===== src/rtl/operand_feeder_pkg.sv =====
// Shared types and sizing helpers for the operand feeder FIFO.
package operand_feeder_pkg;

  localparam int FEEDER_WIDTH = 5;

  typedef struct packed {
    logic [FEEDER_WIDTH-1:0] in1;
    logic [FEEDER_WIDTH-1:0] in2;
    logic                    orr;
    logic                    andr;
  } feeder_entry_t;

  // Pointer width; a 1-entry FIFO would still need one bit to index.
  function automatic int ptr_w(input int depth);
    return (depth > 1) ? $clog2(depth) : 1;
  endfunction

  function automatic int occ_w(input int depth);
    return $clog2(depth + 1);
  endfunction

endpackage


===== src/rtl/operand_feeder_mem.sv =====
// DEPTH-entry register storage: one write port, one asynchronous read port.
module operand_feeder_mem
  import operand_feeder_pkg::*;
#(
  parameter int DEPTH   = 4,
  parameter int ENTRY_W = $bits(feeder_entry_t),
  parameter int PW      = ptr_w(DEPTH)
) (
  input  logic               CLK,
  input  logic               we,
  input  logic [PW-1:0]      waddr,
  input  logic [ENTRY_W-1:0] wdata,
  input  logic [PW-1:0]      raddr,
  output logic [ENTRY_W-1:0] rdata
);

  // No reset: the top masks outputs whenever the FIFO is empty.
  logic [DEPTH-1:0][ENTRY_W-1:0] mem;

  always_ff @(posedge CLK) begin
    if (we) mem[waddr] <= wdata;
  end

  assign rdata = mem[raddr];

endmodule


===== src/rtl/operand_feeder.sv =====
// Operand-pair FIFO feeding the reduction block; reductions of in1 are taken at enqueue.
module operand_feeder
  import operand_feeder_pkg::*;
#(
  parameter int WIDTH = 5,
  parameter int DEPTH = 4,
  parameter int CNT_W = 16
) (
  input  logic                       CLK,
  input  logic                       RESET,
  input  logic                       push_valid,
  output logic                       push_ready,
  input  logic [WIDTH-1:0]           push_in1,
  input  logic [WIDTH-1:0]           push_in2,
  output logic                       handshake_valid,
  input  logic                       handshake_ready,
  output logic [WIDTH-1:0]           in1,
  output logic [WIDTH-1:0]           in2,
  output logic                       orr_out,
  output logic                       andr_out,
  output logic [$clog2(DEPTH+1)-1:0] occupancy,
  output logic [CNT_W-1:0]           xfer_count
);

  localparam int PW = ptr_w(DEPTH);
  localparam int OW = occ_w(DEPTH);

  // Local entry type so WIDTH may differ from the package default.
  typedef struct packed {
    logic [WIDTH-1:0] in1;
    logic [WIDTH-1:0] in2;
    logic             orr;
    logic             andr;
  } entry_t;

  localparam int ENTRY_W = $bits(entry_t);

  logic [PW-1:0]    wr_ptr, rd_ptr;
  logic [OW-1:0]    occ_q;
  logic [CNT_W-1:0] xfer_cnt;
  entry_t           wr_entry, rd_entry;
  logic             push, pop;

  assign push_ready      = (occ_q != OW'(DEPTH)) && !RESET;
  assign handshake_valid = (occ_q != '0);
  assign push            = push_valid && push_ready;
  assign pop             = handshake_valid && handshake_ready;

  assign wr_entry.in1  = push_in1;
  assign wr_entry.in2  = push_in2;
  assign wr_entry.orr  = |push_in1;
  assign wr_entry.andr = &push_in1;

  operand_feeder_mem #(
    .DEPTH  (DEPTH),
    .ENTRY_W(ENTRY_W),
    .PW     (PW)
  ) u_mem (
    .CLK  (CLK),
    .we   (push),
    .waddr(wr_ptr),
    .wdata(wr_entry),
    .raddr(rd_ptr),
    .rdata(rd_entry)
  );

  // DEPTH is a power of two, so pointers wrap by natural overflow.
  always_ff @(posedge CLK) begin
    if (RESET) begin
      wr_ptr   <= '0;
      rd_ptr   <= '0;
      occ_q    <= '0;
      xfer_cnt <= '0;
    end else begin
      if (push) wr_ptr <= wr_ptr + PW'(1);
      if (pop) begin
        rd_ptr   <= rd_ptr + PW'(1);
        xfer_cnt <= xfer_cnt + CNT_W'(1);
      end
      case ({push, pop})
        2'b10:   occ_q <= occ_q + OW'(1);
        2'b01:   occ_q <= occ_q - OW'(1);
        default: occ_q <= occ_q;
      endcase
    end
  end

  assign in1        = handshake_valid ? rd_entry.in1  : '0;
  assign in2        = handshake_valid ? rd_entry.in2  : '0;
  assign orr_out    = handshake_valid ? rd_entry.orr  : 1'b0;
  assign andr_out   = handshake_valid ? rd_entry.andr : 1'b0;
  assign occupancy  = occ_q;
  assign xfer_count = xfer_cnt;

endmodule


===== config.mk =====
export PLATFORM = sky130hd
export DESIGN_NAME = operand_feeder
export DESIGN_NICKNAME = d
export VERILOG_FILES = /design/src/rtl/operand_feeder_pkg.sv /design/src/rtl/operand_feeder_mem.sv /design/src/rtl/operand_feeder.sv
export SDC_FILE = /design/constraint.sdc
export NUM_CORES = 1
export LEC_CHECK = 0
export BUFFER_PORTS_ARGS = -buffer_cell sky130_fd_sc_hd__buf_2
export CORE_MARGIN = 4
export CORE_UTILIZATION = 56
export CTS_CLUSTER_DIAMETER = 200
export DETAILED_ROUTE_END_ITERATION = 10
export HOLD_SLACK_MARGIN = 0.02
export PLACE_DENSITY = 0.79
export SLEW_MARGIN = 20
export SYNTH_ARGS = -nofsm -noshare
export SYNTH_HDL_FRONTEND = slang
export SYNTH_SLANG_ARGS = --single-unit

===== constraint.sdc =====
create_clock -name CLK -period 2.35 [get_ports CLK]
set_input_delay 0.1175 -clock CLK [delete_from_list [all_inputs] [get_ports CLK]]
set_output_delay 0.1175 -clock CLK [all_outputs]
set_load 0.005 [all_outputs]

# Yosys cells after proc, flatten, opt, wreduce, memory -nomap -nowiden
# Index checks and enable logic that the tools add are counted.
# op_classes
n_addsub	5
n_mul	0
n_div	0
n_lt_le_gt_ge	3
eq_ne	3
shifts	0
n_mux	10
bitwise	0
reduce_logical	9
# op_table
cell	count
48-bit bitwise mux	1
12-bit binary-select mux with 2-bit select	1
12-bit demux with 2-bit select	1
12-bit two-way mux	2
16-bit by 1-bit adder with 16-bit output, second input constant	1
5-bit two-way mux	2
2-bit by 3-bit < comparator with 1-bit output, second input constant	2
3-bit one-hot mux with 2 select lines	1
5-bit AND reduction	1
5-bit OR reduction	1
2-bit by 1-bit adder with 2-bit output, second input constant	2
1-bit logical AND	4
3-bit by 1-bit adder with 3-bit output, second input constant	1
3-bit != test, second input constant	1
3-bit nonzero test	1
3-bit by 1-bit subtractor with 3-bit output, second input constant	1
2-bit by 1-bit == test with 1-bit output, second input constant	1
2-bit == test, second input constant	1
2-bit by 1-bit greater-or-equal comparator with 1-bit output, second input constant	1
1-bit two-way mux	2
2-bit nonzero test	1
1-bit logical NOT	1
# word_totals
reg_bits	71
latchBits	0
ram_bits	0
mem_bits_ro	0
input_bits	14
output_inout_bits	33
wordCells	38
memories	0

# Logic depth before layout (Yosys ltp)
# Gate-level depths: netlist (run 1).
# logic_depth
ltp_word	5
ltp_mapped	9
ltp_nobuf	9

# By module
# From an unflattened synthesis (run 1), not the netlist that was laid out.
# hier_totals
cells_unflattened	205
hier_area_um2	2911.5
# modules_own_cells
mod	n_inst	cells_each	area_each_um2
operand_feeder_mem	1	66	1766.7
operand_feeder	1	139	1144.8

# Worst setup path after synthesis (run 1)
# Ideal clock, no wire load.
# synth_path
path_kind	flip-flop to flip-flop
start	register occ_q[0] (netlist: occupancy[0])
end	register occ_q[2] (netlist: occupancy[2])
t_arrival_ns	1.908
required_ns	2.280
path_slack_ns	0.372
path_stages_with_launch	10
synth_period_minus_slack_ns	1.978
path_cell_list	dfxtp_1 > nor2_1 > a211oi_2 > inv_1 > ha_1 > inv_1 > fa_1 > xor2_1 > or3_1 > a21oi_1
# synth_between
elab_chain_cells	5
elab_cells_between_ends	11
cone_classes	add/sub (2); eq/ne (3); mux (1); reduce/logical (5)
# synth_lines
element	line	source
start, declared	operand_feeder.sv:39	logic [OW-1:0] occ_q;
start signal, assigned	operand_feeder.sv:81	2'b10: occ_q <= occ_q + OW'(1);
start signal, assigned	operand_feeder.sv:82	2'b01: occ_q <= occ_q - OW'(1);
start signal, assigned	operand_feeder.sv:83	default: occ_q <= occ_q;
3-bit != test	operand_feeder.sv:44	assign push_ready = (occ_q != OW'(DEPTH)) && !RESET;
1-bit logical AND	operand_feeder.sv:44	
1-bit logical AND	operand_feeder.sv:46	assign push = push_valid && push_ready;
2-bit by 1-bit == test with 1-bit output or 2-bit == test (tied branches)	operand_feeder.sv:80	case ({push, pop})
3-bit one-hot mux with 2 select lines or 2-bit nonzero test (tied branches)	--	
# Several ways; a longest one is shown, not always the timed one.
# A chain may end at the register's enable or synchronous reset.

# Worst setup path in the final report (run 1)
# layout_path
start	register occ_q[2] (netlist: occupancy[2])
end	register occ_q[2] (netlist: occupancy[2])
# layout_between
elab_cells_between_ends	11
cone_classes	add/sub (2); eq/ne (3); mux (1); reduce/logical (5)
# layout_lines
element	line	source
3-bit nonzero test *	operand_feeder.sv:45	assign handshake_valid = (occ_q != '0);
1-bit logical AND *	operand_feeder.sv:47	assign pop = handshake_valid && handshake_ready;
via pop	operand_feeder.sv:42	logic push, pop;
2-bit by 1-bit == test with 1-bit output or 2-bit == test (tied branches)	operand_feeder.sv:80	
3-bit one-hot mux with 2 select lines or 2-bit nonzero test (tied branches)	--	
# The timed path passes the listed nets; every way through them passes the cells marked *.

==> run_results.csv, run 1 <==
group,metric,value,unit
power_and_ir_drop,netSwitchingFraction,26.9,%
timing,slew_viol_final,0,
layout,areaGrowthSynthToFinish,19.7,%
synthesis,syn-mean-instance-area,13.9,um2
placed_design,port_buffers,46,
setup_path,cpPeakStageDelay,460,ps
synthesis,netlist_instances,216,
synthesis,yosys_warnings,0,
synthesis,synth-seq-cells,71,
grt,grt_util_all_layers,18.8,%
clock_tree,h-tree-depth,3,
setup_path,crit_buf_inv,2,
setup_path,cp-end-kind,"flip-flop",
timing,rsz0062_at_grt,"false",
die,die_h,81.3,um
drt,vias,1826,
outcome,status,"finished, final reports clean",
layout,fillers,354,
layout,nets,299,
timing,fmax,474,MHz
synthesis,ys_types,34,
setup_path,cp_slowest_cell,"dfxtp_1",
power_and_ir_drop,p_comb_share,24.4,%
placed_design,placed_cells,331,
timing,setup_viol,0,
power_and_ir_drop,peakVddDrop,0.627,mV
timing,setup_tns,0,ps
die,row_count,26,
setup_path,cp-start-kind,"flip-flop",
drt,finalWirelength,5340,um
power_and_ir_drop,clockPowerShare,30.4,%
die,fp.dieW,81.3,um
clock_tree,cts_tree,"built",
timing,max-slew-margin-rel,59.1,%
clock_tree,cts_num_sinks,71,
setup_path,arrival,2370,ps
timing,finClkSkew,4.23,ps
layout,final_cells,353,
setup_path,r2r_end,"occupancy[2]",
synthesis,syn_area,3010,um2
setup_path,r2r_setup_slack,240,ps
power_and_ir_drop,powerDensity,914,nW/um2
grt,overflow,0,
worst_hold_path,min_delay_path_depth,1,
clock_tree,cts_hold_buf,6,
drt,first_iter_violations,88,
drt,first_pass_iters,4,
die,coreArea,5170,um2
setup_path,rr_worst_depth,8,
synthesis,synth.most_common_cell,"edfxtp_1",
placed_design,dp_hpwl,3670,um
synthesis,ys_seq_area_share,63.1,%
worst_hold_path,min-delay-start,"push_in1[0]",
grt,antenna_found_initial,0,
setup_path,crit_chain,"o31ai_2 -> inv_4 -> ha_1 -> inv_1 -> fa_1 -> xor2_1 -> or3_1 -> a21oi_1",
grt,grt_pass1_vias,1891,
clock_tree,clk_path_buf_depth,2,
power_and_ir_drop,power.switching,0.886,mW
synthesis,synth-edff-count,48,
clock_tree,cts_buffers,9,
drt,ant_nets,0,
synthesis,synth_nets,237,
clock_tree,clk_latency,330,ps
layout,n_antenna_cell,0,
worst_hold_path,min_to,"u_mem.mem[31]",
setup_path,r2r_start,"occupancy[2]",
synthesis,yosys-top-cells-area,"edfxtp_1 (48%), dfxtp_1 (15%), mux4_2 (9.0%)",
drt,wl_per_cell,15.1,um
grt,grt_pass1_wl,9080,um
power_and_ir_drop,power_frac_seq,45.1,%
synthesis,synth_top_area_cell,"edfxtp_1",
clock_tree,cts-root-buf,"clkbuf_8",
timing,fin_crit,2110,ps
timing,hold_violations,0,
synthesis,synth_top_area_share,47.9,%
setup_path,cp_top_family,"adder cells",
clock_tree,cts_resized,0,
setup_path,cp.required,2610,ps
synthesis,synthArstFlopShare,0,%
synthesis,synth_common_cells,"edfxtp_1 (48), dfxtp_1 (23), nor2_1 (19)",
layout,postLayoutCoreUtil,69.7,%
layout,drive_above_1_share,30.4,%
timing,tightest_slew,612,ps
power_and_ir_drop,p_leak,1.36,nW
synthesis,ys.flop_type,"edfxtp_1",
setup_path,worstPathMaxFanout,9,
flow_run,drv_cap,0,
timing,min_period_over_period,89.8,%
die,initial_core_util,58.2,%
setup_path,critPathKind,"flip-flop to flip-flop",
grt,grt_max_degree,25,
clock_tree,clk_pin_slew,70,ps
worst_hold_path,min_path_type,"primary input to flip-flop",
die,io_pins,47,
placed_design,place_congestion,0.750,
drt,drc,0,
die,die_area,6620,um2
clock_tree,cts_setup_buffers,0,
power_and_ir_drop,power.internal,2.41,mW
drt,vias_per_cell,5.17,
sequential cells by signal, summed over array words and instances, names as in the netlist:
register,cells
rd_ptr,2
u_mem.mem,48
occupancy,3
xfer_count,16
wr_ptr,2
power by group through the flow:
stage | Clock [mW] | Combinational (mW) | Sequential (mW)
2_1_floorplan | 0 | 0.564 | 1.49
3_3_place_gp | 0 | 0.800 | 1.51
3_5_place_dp | 0 | 0.815 | 1.51
4_1_cts | 1.03 | 0.826 | 1.49
5_1_grt | 1.08 | 0.902 | 1.50
6_report | 1.00 | 0.804 | 1.49
worst register-to-register path: cells and delay by family (launching register included):
kind            cells  cell delay (ps)
buf+inv             2              220
xor+xnor            1              160
simple gates        1              300
flops               1              460
fa+ha+maj           2              590
compound gates      2              320
how the worst max path moves through the flow:
stage                  from            to  slack [ps]  cells after the start
2_1_floorplan  occupancy[0]  occupancy[2]         370                      9
3_3_place_gp   occupancy[2]  occupancy[2]         370                      8
3_5_place_dp   occupancy[2]  occupancy[2]         270                      8
4_1_cts        occupancy[2]  occupancy[2]         230                      8
5_1_grt        occupancy[2]  occupancy[2]         140                      8
6_report       occupancy[2]  occupancy[2]         240                      8
kinds of logic (layout without fill, tap and decap cells):
family,Yosys count,count (layout),share of synthesized area (%)
flip-flops,71,71,63.1
buffers and inverters,18,85,2.74
multiplexers,12,12,8.97
XOR/XNOR,14,14,4.07
AO/OA/AOI/OAI,20,20,3.91
adder cells (fa/ha/maj),7,7,3.16
AND/OR/NAND/NOR,74,74,14.0
metal layers:
metal  GRT usage, %  wire, um
met4           7.60        70
met5              0         0
met1           25.1      2330
met2           29.2      2660
met3           5.43       278
placed cells by master, fill, tap and decap left out, drive strengths merged, types with 10 or more instances in the layout:
cell type | Yosys | routed
a21oi | 10 | 10
and2 | 16 | 16
buf | 4 | 53
clkbuf | 4 | 11
dfxtp | 23 | 23
edfxtp | 48 | 48
inv | 10 | 10
mux4 | 12 | 12
nand2 | 11 | 11
nor2 | 19 | 19
area by class of cell:
cell class	instances	area (um2)	share of cell area, %
multi-input combinational	127	1030	28.5
sequential	71	1900	52.8
timing repair buffer	59	343	9.51
tap	70	87.6	2.43
inverter	10	40.0	1.11
clock inverter	5	72.6	2.01
clock buffer	11	131	3.65
metrics by stage:
stage	total power, mW	area (um2)	hold slack, ps	setup WS [ps]
final	3.29	3600	40.2	240
after global routing	3.49	3600	25.9	139
after CTS	3.34	3600	20.2	233
after detailed placement	2.33	3340	336	271
after global placement	2.31	3340	335	372
after floorplan	2.05	3010	216	372
Note: power is estimated with default switching activity, not from simulation.
==> inputs of run 2 (changes only) <==
--- a/config.mk
+++ b/config.mk
@@ -11,6 +11,7 @@
 export CTS_CLUSTER_DIAMETER = 200
 export DETAILED_ROUTE_END_ITERATION = 10
 export HOLD_SLACK_MARGIN = 0.02
+export MAX_ROUTING_LAYER = met4
 export PLACE_DENSITY = 0.79
 export SLEW_MARGIN = 20
 export SYNTH_ARGS = -nofsm -noshare
==> run 2 against run 1 <==
Against the previous run: clock power barely moved; sequential share of layout area stayed put; global-route usage grew 0.56 points.
==> run_results.csv, run 2 (same netlist as run 1, synthesis figures left out) <==
group,metric,value,unit
outcome,status,"finished, final reports clean",
timing,tightest_slew,612,ps
timing,hold_violations,0,
die,die_area,6620,um2
placed_design,port_buffers,46,
setup_path,cp_top_family,"adder cells",
grt,antenna_found_initial,0,
setup_path,rr_worst_depth,8,
drt,first_iter_violations,88,
setup_path,r2r_start,"occupancy[2]",
clock_tree,cts_buffers,9,
setup_path,worstPathMaxFanout,9,
layout,fillers,354,
grt,grt_pass1_wl,9070,um
timing,fin_crit,2100,ps
clock_tree,clk_latency,330,ps
grt,grt_util_all_layers,19.4,%
grt,grt_pass1_vias,1890,
worst_hold_path,min_path_type,"primary input to flip-flop",
clock_tree,h-tree-depth,3,
drt,ant_nets,0,
flow_run,drv_cap,0,
timing,min_period_over_period,89.6,%
placed_design,place_congestion,0.759,
die,initial_core_util,58.2,%
clock_tree,cts-root-buf,"clkbuf_8",
grt,overflow,0,
worst_hold_path,min-delay-start,"push_in1[0]",
setup_path,cpPeakStageDelay,460,ps
clock_tree,cts_num_sinks,71,
layout,postLayoutCoreUtil,69.7,%
die,fp.dieW,81.3,um
worst_hold_path,min_to,"u_mem.mem[31]",
clock_tree,clk_pin_slew,70,ps
timing,rsz0062_at_grt,"false",
layout,drive_above_1_share,30.4,%
die,io_pins,47,
timing,fmax,475,MHz
setup_path,r2r_setup_slack,250,ps
clock_tree,clk_path_buf_depth,2,
layout,nets,299,
drt,finalWirelength,5340,um
layout,n_antenna_cell,0,
placed_design,dp_hpwl,3670,um
setup_path,cp_slowest_cell,"dfxtp_1",
timing,holdWs,40.7,ps
drt,drc,0,
layout,final_common_cell,"edfxtp_1",
clock_tree,cts_resized,0,
timing,finClkSkew,3.41,ps
die,coreArea,5170,um2
setup_path,crit_buf_inv,2,
drt,wl_per_cell,15.1,um
layout,regMostFlops,"u_mem.mem",
grt,grt_max_degree,25,
timing,setup_viol,0,
setup_path,cp.required,2620,ps
setup_path,cp-start-kind,"flip-flop",
setup_path,crit_chain,"o31ai_2 -> inv_4 -> ha_1 -> inv_1 -> fa_1 -> xor2_1 -> or3_1 -> a21oi_1",
drt,vias_per_cell,5.21,
layout,largest_register_ffs,48,
clock_tree,cts_tree,"built",
die,die_h,81.3,um
drt,first_pass_iters,4,
layout,layout_common_cells,"edfxtp_1 (48), buf_2 (46), dfxtp_1 (23), nor2_1 (19), and2_1 (16)",
worst_hold_path,min_delay_path_depth,1,
power_and_ir_drop,power,3.29,mW
timing,setup_tns,0,ps
power_and_ir_drop,p_leak,1.36,nW
drt,vias,1838,
timing,max-slew-margin-rel,59.1,%
power_and_ir_drop,peakVddDrop,0.627,mV
setup_path,arrival,2370,ps
setup_path,cp-end-kind,"flip-flop",
setup_path,r2r_end,"occupancy[2]",
timing,slew_viol_final,0,
setup_path,critPathKind,"flip-flop to flip-flop",
layout,areaGrowthSynthToFinish,19.7,%
power_and_ir_drop,powerDensity,914,nW/um2
die,row_count,26,
run 2: cell counts in the layout (fill, tap and decap cells not counted):
No cell type changed its count.
run 2: stage by stage:
stage	setup WS, ps	area (um2)	instances
2_1_floorplan	372	3010	216
3_3_place_gp	372	3340	331
3_5_place_dp	271	3340	331
4_1_cts	233	3600	353
5_1_grt	139	3600	353
6_report	245	3600	353
run 2: timing repair:
| action | 4_1_cts | 5_1_grt |
|---|---|---|
| hold buffers | 6 | 0 |
| endpoints found under the hold margin | 24 | 0 |
| endpoints found under the setup margin | 0 | 0 |
| buffers inserted | 0 | 0 |
run 2: worst max path at each step:
stage / startpoint / to / slack (ps) / cells past startpoint
floorplan: occupancy[0] / occupancy[2] / 370 / 9
detailed placement: occupancy[2] / occupancy[2] / 270 / 8
global route: occupancy[2] / occupancy[2] / 140 / 8
finish: occupancy[2] / occupancy[2] / 250 / 8
CTS: occupancy[2] / occupancy[2] / 230 / 8
global placement: occupancy[2] / occupancy[2] / 370 / 8
run 2: worst reg2reg max path, cell delays in order, from the launching register on:
cell and delay [ps]:
dfxtp_1 460, o31ai_2 170, inv_4 150, ha_1 210, inv_1 70, fa_1 380
xor2_1 160, or3_1 300, a21oi_1 150
run 2: power breakdown:
part | leakage, nW | internal (mW) | total (mW) | switching, mW
sequential | 0.622 | 1.41 | 1.49 | 0.0744
combinational | 0.633 | 0.405 | 0.805 | 0.400
clock | 0.102 | 0.590 | 1.00 | 0.414
total | 1.36 | 2.41 | 3.29 | 0.888
run 2: routing by layer:
metal,wire [um],vias up,GRT usage [%]
met2,2660,45,29.2
met5,0,-,-
li1,-,910,-
met4,70,0,7.60
met3,253,6,4.99
met1,2360,877,25.4
run 2: final cells by class:
class / count / area [um2] / area share (%)
well taps: 70 / 87.6 / 2.43
flip-flops and latches: 71 / 1900 / 52.8
multi-input cells: 127 / 1030 / 28.5
repair buffers: 59 / 343 / 9.51
inverters: 10 / 40.0 / 1.11
clock inverters: 5 / 72.6 / 2.01
clock buffers: 11 / 131 / 3.65
==> inputs of run 3 (changes only) <==
--- a/config.mk
+++ b/config.mk
@@ -5,6 +5,7 @@
 export SDC_FILE = /design/constraint.sdc
 export NUM_CORES = 1
 export LEC_CHECK = 0
+export ABC_AREA = 1
 export BUFFER_PORTS_ARGS = -buffer_cell sky130_fd_sc_hd__buf_2
 export CORE_MARGIN = 4
 export CORE_UTILIZATION = 56
@@ -13,6 +14,7 @@
 export HOLD_SLACK_MARGIN = 0.02
 export MAX_ROUTING_LAYER = met4
 export PLACE_DENSITY = 0.79
+export SETUP_SLACK_MARGIN = 0.4
 export SLEW_MARGIN = 20
 export SYNTH_ARGS = -nofsm -noshare
 export SYNTH_HDL_FRONTEND = slang
==> run 3 against run 2 <==
Against the previous run: wire length is 32% higher; critical path type unchanged; die area is 4.5% higher; cell area is 6.4% higher; largest power group unchanged; fmax is 12% higher; synthesized cell count is 56% higher; worst setup slack better by 230 ps.
==> run_results.csv, run 3 <==
group,metric,value,unit
outcome,status,"finished, final reports clean",
layout,postLayoutCoreUtil,69.6,%
setup_path,crit_chain,"inv_1 -> a21boi_2 -> ha_1 -> inv_1 -> fa_2 -> a21oi_2 -> o21ai_1 -> o21ai_0 -> a21oi_1",
timing,fin_crit,1880,ps
layout,largest_register_ffs,48,
timing,slew_viol_final,0,
clock_tree,clk_latency,350,ps
setup_path,cp.required,2570,ps
setup_path,r2r_setup_slack,470,ps
timing,tightest_slew,600,ps
setup_path,arrival,2100,ps
layout,fillers,409,
layout,layout_common_cells,"nor2_1 (80), edfxtp_1 (48), buf_2 (46), inv_1 (36), o21ai_0 (36)",
setup_path,worstPathMaxFanout,4,
setup_path,cp_slowest_cell,"dfxtp_1",
worst_hold_path,min_path_type,"primary input to flip-flop",
synthesis,syn-mean-instance-area,9.39,um2
timing,min_period_over_period,80.0,%
timing,hold_violations,0,
clock_tree,clk_path_buf_depth,2,
placed_design,port_buffers,46,
placed_design,place_congestion,0.852,
die,row_count,27,
die,die_h,83.2,um
power_and_ir_drop,powerDensity,883,nW/um2
timing,finClkSkew,10.9,ps
grt,grt_pass1_vias,2471,
timing,layout_setup_ws,470,ps
synthesis,ys_types,23,
power_and_ir_drop,peakVddDrop,0.602,mV
die,initial_core_util,57.4,%
grt,overflow,0,
worst_hold_path,min_delay_path_depth,1,
worst_hold_path,min-delay-start,"push_in1[2]",
setup_path,critPathKind,"flip-flop to flip-flop",
setup_path,cpPeakStageDelay,370,ps
synthesis,synth-seq-cells,71,
synthesis,netlist_instances,337,
synthesis,ys_seq_area_share,60.1,%
timing,setup_viol,0,
clock_tree,cts_buffers,9,
flow_run,drv_cap,0,
drt,first_iter_violations,222,
grt,antenna_found_initial,0,
synthesis,synth.most_common_cell,"nor2_1",
grt,grt_pass1_wl,11300,um
die,coreArea,5510,um2
clock_tree,cts_tree,"built",
layout,regMostFlops,"u_mem.mem",
timing,holdWs,22.4,ps
synthesis,yosys_warnings,0,
synthesis,synth-edff-count,48,
clock_tree,cts-root-buf,"clkbuf_8",
synthesis,synth_common_cells,"nor2_1 (80), edfxtp_1 (48), inv_1 (37), o21ai_0 (37), nand2_1 (29)",
die,die_area,6910,um2
die,fp.dieW,83.2,um
synthesis,synth_top_area_cell,"edfxtp_1",
setup_path,r2r_start,"occupancy[2]",
synthesis,synthArstFlopShare,0,%
placed_design,dp_hpwl,4350,um
setup_path,cp-start-kind,"flip-flop",
synthesis,synth_nets,358,
layout,drive_above_1_share,22.1,%
drt,vias,2512,
layout,nets,424,
setup_path,r2r_end,"occupancy[2]",
timing,rsz0062_at_grt,"true",
setup_path,cp_common_cell,"inv_1",
grt,grt_util_all_layers,21.3,%
drt,wl_per_cell,14.7,um
synthesis,yosys-top-cells-area,"edfxtp_1 (46%), dfxtp_1 (15%), nor2_1 (9.5%)",
synthesis,ys.flop_type,"edfxtp_1",
timing,fmax,532,MHz
setup_path,cp-end-kind,"flip-flop",
drt,finalWirelength,7040,um
timing,setup_tns,0,ps
layout,final_common_cell,"nor2_1",
synthesis,syn_area,3160,um2
clock_tree,cts_num_sinks,71,
synthesis,synth_top_area_share,45.6,%
layout,n_antenna_cell,0,
layout,areaGrowthSynthToFinish,21.2,%
clock_tree,clk_pin_slew,80,ps
placed_design,pre_cts_ws,382,ps
drt,first_pass_iters,5,
power_and_ir_drop,power,3.38,mW
drt,ant_nets,0,
grt,grt_max_degree,26,
die,io_pins,47,
power_and_ir_drop,p_leak,1.53,nW
clock_tree,h-tree-depth,3,
drt,vias_per_cell,5.23,
drt,drc,0,
worst_hold_path,min_to,"u_mem.mem[33]",
timing,max-slew-margin-rel,59.9,%
setup_path,rr_worst_depth,9,
## run 3: cell types whose count changed in the layout (fill, tap and decap cells not counted), sizes merged, moves of 16 or more
| cell | change |
|---|---|
| a21oi | +17 |
| and2 | -16 |
| inv | +27 |
| nand2 | +24 |
| nor2 | +66 |
| o21ai | +32 |
## run 3: final cells by class
class / instances / area (um2) / share of cell area, %
Inverter: 37 / 143 / 3.72
Tap cell: 72 / 90.1 / 2.35
Multi-Input combinational cell: 218 / 1080 / 28.1
Clock buffer: 9 / 124 / 3.23
Sequential cell: 71 / 1900 / 49.6
Timing Repair Buffer: 65 / 395 / 10.3
Clock inverter: 7 / 95.1 / 2.48
Timing Repair inverter: 1 / 7.51 / 0.196
## run 3: per-layer routing
layer | wire length [um] | part of all wire, % | vias to the layer above | track usage [%]
met5 | 0 | 0 | - | -
met1 | 2970 | 42 | 1169 | 25.7
met3 | 417 | 5.9 | 13 | 4.66
met2 | 3510 | 50 | 80 | 34.4
li1 | - | - | 1250 | -
met4 | 137 | 1.9 | 0 | 9.66
## run 3: what timing repair did
item | in CTS | in global routing
hold buffers | 8 | 1
endpoints found under the hold margin | 27 | 2
gates cloned | 0 | 1
setup endpoints to repair | 11 | 14
resized for setup | 1 | 6
setup buffers | 1 | 1
pin swaps | 1 | 1
## run 3: logic make-up after synthesis
| logic type | count (synthesis) | share of synthesized area (%) |
|---|---|---|
| compound gates | 67 | 10.8 |
| fa+ha+maj | 7 | 3.01 |
| buf+inv | 48 | 6.13 |
| flops | 71 | 60.1 |
| simple gates | 144 | 19.9 |
## run 3: critical path: cells and delay by family, from the launching register on
| family | cells | cell delay [ps] |
|---|---|---|
| flops | 1 | 370 |
| fa+ha+maj | 2 | 530 |
| buf+inv | 2 | 210 |
| compound gates | 5 | 640 |
## run 3: worst max path at each step
stage	endpoint	cells after the start	start
after global placement	occupancy[2]	10	occupancy[0]
after CTS	in1[2]	5	rd_ptr[0]
final	occupancy[2]	9	occupancy[2]
after floorplan	occupancy[2]	10	occupancy[0]
after detailed placement	occupancy[2]	10	occupancy[0]
after global routing	in1[1]	5	rd_ptr[0]
## run 3: power by group
part / switching (mW) / internal, mW / leakage [nW]
registers: 0.0468 / 1.40 / 0.622
logic: 0.556 / 0.322 / 0.805
clock network: 0.463 / 0.598 / 0.106
total: 1.07 / 2.32 / 1.53
## run 3: per-stage QoR
stage | area (um2) | std cells
5_1_grt | 3830 | 480
3_3_place_gp | 3490 | 452
3_5_place_dp | 3490 | 452
6_report | 3830 | 480
2_1_floorplan | 3160 | 337
4_1_cts | 3800 | 477
